$ cat src/rtl/pdm_gen.sv
// ============================================================================
// Module   : pdm_gen
// Purpose  : Pulse-density generator, i_val ones per frame of 2**W cycles.
//            `define PDM_BURST_EN selects thermometer (single burst) mode.
// Revision : 1.0 - initial release
// ============================================================================
`default_nettype none

module pdm_gen #(
  parameter int W = 4
) (
  input  logic         i_clk,
  input  logic         i_rst_n,
  input  logic         i_en,
  input  logic         i_load,
  input  logic [W-1:0] i_val,
  output logic         o_out,
  output logic         o_busy,
  output logic         o_done
);

  localparam logic [W-1:0] C_LAST = {W{1'b1}};

  typedef enum logic [0:0] {
    IDLE = 1'b0,
    RUN  = 1'b1
  } state_t;

  state_t       state_q, state_d;
  logic [W-1:0] shadow_q, shadow_d;
  logic [W-1:0] active_q, active_d;
  logic [W-1:0] fcnt_q, fcnt_d;
  logic         out_q, out_d;
  logic         done_q, done_d;
  logic [W-1:0] next_active;

`ifndef PDM_BURST_EN
  logic [W-1:0] acc_q, acc_d;
  logic [W:0]   sum;
`endif

  // A load in the same cycle as a frame start must win over the stale shadow.
  assign next_active = i_load ? i_val : shadow_q;

  always_comb begin
    state_d  = state_q;
    shadow_d = i_load ? i_val : shadow_q;
    active_d = active_q;
    fcnt_d   = fcnt_q;
    out_d    = 1'b0;
    done_d   = 1'b0;
`ifndef PDM_BURST_EN
    acc_d    = acc_q;
    sum      = {1'b0, acc_q} + {1'b0, active_q};
`endif
    case (state_q)
      IDLE: begin
        fcnt_d = '0;
`ifndef PDM_BURST_EN
        acc_d  = '0;
`endif
        if (i_en) begin
          state_d  = RUN;
          active_d = next_active;
        end
      end
      RUN: begin
        fcnt_d = fcnt_q + W'(1);
`ifdef PDM_BURST_EN
        out_d  = (fcnt_q < active_q);
`else
        acc_d  = sum[W-1:0];
        out_d  = sum[W];
`endif
        if (fcnt_q == C_LAST) begin
          done_d   = 1'b1;
          fcnt_d   = '0;
          active_d = next_active;
`ifndef PDM_BURST_EN
          acc_d    = '0;
`endif
          if (!i_en) begin
            state_d = IDLE;
          end
        end
      end
    endcase
  end

  always_ff @(posedge i_clk or negedge i_rst_n) begin
    if (!i_rst_n) begin
      state_q  <= IDLE;
      shadow_q <= '0;
      active_q <= '0;
      fcnt_q   <= '0;
      out_q    <= 1'b0;
      done_q   <= 1'b0;
`ifndef PDM_BURST_EN
      acc_q    <= '0;
`endif
    end else begin
      state_q  <= state_d;
      shadow_q <= shadow_d;
      active_q <= active_d;
      fcnt_q   <= fcnt_d;
      out_q    <= out_d;
      done_q   <= done_d;
`ifndef PDM_BURST_EN
      acc_q    <= acc_d;
`endif
    end
  end

  assign o_out  = out_q;
  assign o_done = done_q;
  assign o_busy = (state_q == RUN);

endmodule

`default_nettype wire
$ cat config.mk
export PLATFORM = sky130hd
export DESIGN_NAME = pdm_gen
export DESIGN_NICKNAME = d
export VERILOG_FILES = /design/src/rtl/pdm_gen.sv
export SDC_FILE = /design/constraint.sdc
export NUM_CORES = 1
export LEC_CHECK = 0
export ABC_AREA = 1
export BUFFER_PORTS_ARGS = -buffer_cell sky130_fd_sc_hd__buf_2
export CAP_MARGIN = 5
export CORE_MARGIN = 10
export CORE_UTILIZATION = 36
export DETAILED_ROUTE_END_ITERATION = 8
export RECOVER_POWER = 100
export REMOVE_ABC_BUFFERS = 1
export SETUP_SLACK_MARGIN = 0.2
export SLEW_MARGIN = 0
export SYNTH_ARGS = -nofsm -noshare
export SYNTH_HDL_FRONTEND = slang
export SYNTH_SLANG_ARGS = --single-unit
export TNS_END_PERCENT = 100
$ cat constraint.sdc
create_clock -name i_clk -period 1.26 [get_ports i_clk]
set_clock_uncertainty 0.05 [all_clocks]
set_input_delay 0.189 -clock i_clk [delete_from_list [all_inputs] [get_ports i_clk]]
set_output_delay 0.189 -clock i_clk [all_outputs]
set_load 0.03 [all_outputs]
Word level (Yosys, flattened, before mapping)
Index checks and enable logic that the tools add are counted.

cells by class
  $add $sub $neg = 2
  equality and inequality tests = 3
  muxes and demuxes = 14
  bitwise gates (word level) = 1
  reductions and logical operators = 1

operators by type and width
  cell                                                   number
  one-hot mux 4 bit (2 select lines)                     3
  two-way mux 4 bit                                      5
  adder 4 x 4 -> 5 bit                                   1
  two-way mux 1 bit                                      5
  adder 4 x 1 -> 4 bit, second input constant            1
  == test 4 bit, second input constant                   1
  inequality test 2 x 1 -> 1 bit, second input constant  1
  inequality test 2 bit, second input constant           1
  one-hot mux 1 bit (2 select lines)                     1
  AND reduction 2 bit                                    1
  inverter 1 bit                                         1

word-level totals
  register bits after elaboration = 19
  output and inout port bits = 3
  word-level logic and storage cells = 28

Longest topological paths before layout
  depth in word-level cells = 3
  depth in mapped cells = 8
  mapped depth without buffers = 8

Least setup slack after synthesis
Ideal clock, no wire load.

  kind = flip-flop to flip-flop
  from = reg active_q[0]
  to = reg out_q, in the netlist o_out
  setup time = 0.072 ns
  data arrival time = 1.164 ns
  data required time = 1.138 ns
  setup slack = -0.026 ns
  cell stages (with the launch flop) = 9
  path buffers = 0
  path through = dfrtp_1 ha_1 inv_1 fa_1 inv_1 nand2_1 nand2_1 a21oi_1 nor2_1

between the ends
  longest elaborated chain between the ends = 2

RTL lines
  item                    line  RTL
  start, declared         31    logic [W-1:0] active_q, active_d;
  start signal, assigned  104   active_q <= active_d;
  adder 4 x 4 -> 5 bit    54    sum = {1'b0, acc_q} + {1'b0, active_q};
  two-way mux 1 bit       56    case (state_q)
  net out_d               33    logic out_q, out_d;
  end signal, assigned    106   out_q <= out_d;
  end, declared           33

The timed path passes the listed nets, and every way through them passes these cells.
A chain may end at the register's enable or synchronous reset.

Final worst setup path
Same ends and word-level chain as after synthesis.

==> run summary <==
Outcome: finished, violations left
Violated checks: negative setup slack
Hold Fails Final Rpt: 0
Clock network power share: 11.0%
Sequential share of power: 36.9%
Die height: 69.0 um
FF+latch count, synth: 19
Reg2reg start: active_q[0]$_DFFE_PN0P_
Switch Pwr: 1.21 mW
Arr. time, crit path: 1.55 ns
Tot GR Track Use: 7.64%
Post-DR wirelength/cell: 12.8 um
Top-count cell post-synth: nand2_1
First-pass GRT wire length: 3.09 mm
Adder-Cell Fraction of Synth Area: 9.55%
Max clock buf depth: 2
CTS tree: done
CTS clk-pin slew, worst paths: 0.11 ns
Number of buffers created by CTS: 3
Area after DPL: 950 um^2
Combinational share of power: 52.2%
Post-synth EDFFs: 0
Die area: 4760 um^2
Tcrit/Tclk final: 108%
Tot Pwr: 2.86 mW
Final setup TNS: -0.221 ns
Crit-path max FO: 2
Clk_lat worst skew: 0.30 ns
Worst rel slew slack: 68.3%
Clock Sinks: 19
Fin area: 1130 um^2
Synth unique cells: 15
Xor and xnor area share after synthesis: 0%
Power Dens Cells: 2540 nW/um^2
Worst ir drop on vdd: 0.00102 V
DRT Pass-1 Iters: 4
Post-route DRC: 0
Final Wtd Congestion: 0.778
Worst Path Required: 1.45 ns
Number of global-route vias before repair: 749
Largest family of logic cells by synthesized area: simple AND/OR/NAND/NOR gates
Core Area: 2250 um^2
Internal reg-to-reg setup slack: -0.1 ns
Worst Hold Class: in2reg
Share of the synthesized area in the top cell type: 55.0%
Leading area contributor after synthesis: dfrtp_1
Syn. warnings: 0
Min-Delay Endpoint: o_busy$_DFF_PN0_
Switching share of power: 42.1%
Sequential-to-total area share from yosys stat: 55.0%
Setup WS post-layout: -0.0998 ns
FF-to-FF End: o_out$_DFF_PN0_
RSZ-0062 raised after global routing: true
Startpoint types: flop
Int Pwr: 1.66 mW
Layout area overhead: 30.2%
Port Buffer Count: 10
GR Overflow Total: 0
Leak Pwr: 0.585 nW
Antenna violations before repair: 0
WL final: 1.86 mm
Ant diodes: 0
R2R depth: 8
Post-DP HPWL: 1.19 mm
DR vias/cell: 4.69
DR iter-0 viols: 17
Die Wd: 69.0 um
DRT antenna net count: 0
Fin nets: 132
Pin slew with the least headroom to its limit: 0.476 ns
Simple logic cell fraction of the synthesized area: 23.4%
Max Fclk: 735 MHz
Starting Density: 38.3%
Max-cap viol count: 0
Worst setup EP type: flop
Top cells by area, synth: dfrtp_1, nand2_1, ha_1
Hold path cells: 3
Max Slew Vio Count: 0
Complex-gate fraction of the synthesized area: 4.63%
Final setup fails: 4
Min Tclk post-route: 1.36 ns
Hold path startpoint: i_en
Synth cell count leaders: nand2_1, dfrtp_1, inv_1
Syn Inst Count: 94
Synth Cell Area: 865 um^2
Async set or reset register ratio after synthesis: 100%
H-Tree Depth: 1
Crit Path Class: reg2reg
Num ports: 11
Layout cells sized above 1: 40.2%
Largest net degree at the start of global routing: 20
Post-synthesis mux area share: 0%
Floorplan row count: 17
Mean Syn Cell Area: 9.20 um^2
Root Buffer: clkbuf_4
Main flop type after synthesis: dfrtp_1
Via total after detailed routing: 680
[worst max-delay path, stage by stage, from the launching register on]
cell and delay [ns]:
dfrtp_1 0.38, ha_2 0.19, inv_2 0.04, fa_2 0.34, inv_2 0.06, nand2_2 0.04
nand2_1 0.05, a21oi_1 0.05, nor2_1 0.09
[cell usage in the layout, fill, tap and decap left out, drive strengths merged]
cell type / count
a21oi: 3
buf: 13
clkbuf: 8
dfrtp: 19
dlygate4sd3: 1
fa: 1
ha: 5
inv: 17
nand2: 24
nand3: 11
nand4: 1
nor2: 9
o21ai: 5
[logic make-up after synthesis]
| group | count (synthesis) |
|---|---|
| AND/OR/NAND/NOR | 44 |
| flip-flops | 19 |
| buffers and inverters | 17 |
| AO/OA/AOI/OAI | 8 |
| adder cells (fa/ha/maj) | 6 |
[registers in the layout, indices dropped and copies added, names as in the netlist]
signal,flops
fcnt_q,4
acc_q,4
o_busy,1
active_q,4
shadow_q,4
o_out,1
o_done,1
[layer usage]
metal	wire length, um	up-vias	part of all wire, %	global-route usage (%)
li1	-	343	-	-
met1	785	320	42	8.09
met2	944	11	51	12.5
met3	77	6	4.1	2.43
met4	50	0	2.7	5.32
met5	0	-	0	0
[metrics by stage]
stage / utilization, % / setup slack (ns) / hold WS (ns) / std cells
2_1_floorplan: - / -0.0257 / -0.157 / 94
3_3_place_gp: 42.1 / -0.0627 / 0.104 / 132
3_5_place_dp: 42.1 / -0.130 / 0.103 / 132
4_1_cts: 48.7 / -0.0716 / 0.0529 / 143
5_1_grt: 49.9 / -0.196 / 0.0830 / 145
6_report: 49.9 / -0.0998 / 0.0913 / 145
[what timing repair did]
action	4_1_cts	5_1_grt
resized for setup	19	14
hold endpoints to repair	19	0
cloned	1	0
pin swaps	7	8
hold buffers	1	0
buffers inserted	5	2
endpoints found under the setup margin	15	15
[worst max path at each step]
stage	startpoint	end	slack (ns)	depth (start not counted)
finish	active_q[0]$_DFFE_PN0P_	o_out$_DFF_PN0_	-0.1	8
floorplan	active_q[0]$_DFFE_PN0P_	o_out$_DFF_PN0_	-0.03	8
CTS	active_q[0]$_DFFE_PN0P_	o_out$_DFF_PN0_	-0.07	8
detailed placement	active_q[0]$_DFFE_PN0P_	o_out$_DFF_PN0_	-0.13	8
global placement	active_q[0]$_DFFE_PN0P_	o_out$_DFF_PN0_	-0.06	8
global route	active_q[0]$_DFFE_PN0P_	o_out$_DFF_PN0_	-0.20	8
[power groups by stage]
stage          sequential [mW]  clock [mW]  combinational, mW
6_report                  1.06       0.314               1.49
3_3_place_gp              1.03           0               1.02
4_1_cts                   1.06       0.319               1.41
2_1_floorplan             1.05           0              0.790
5_1_grt                   1.08       0.347               1.71
3_5_place_dp              1.04           0               1.06
[cell type report]
cell class / instances / area (um^2)
clock buffer: 4 / 26.3
fill: 223 / 1130
inverter: 17 / 66.3
multi-input combinational: 59 / 409
sequential: 19 / 477
tap: 28 / 35.0
timing repair buffer: 18 / 113
(Power assumes the default switching activity.)
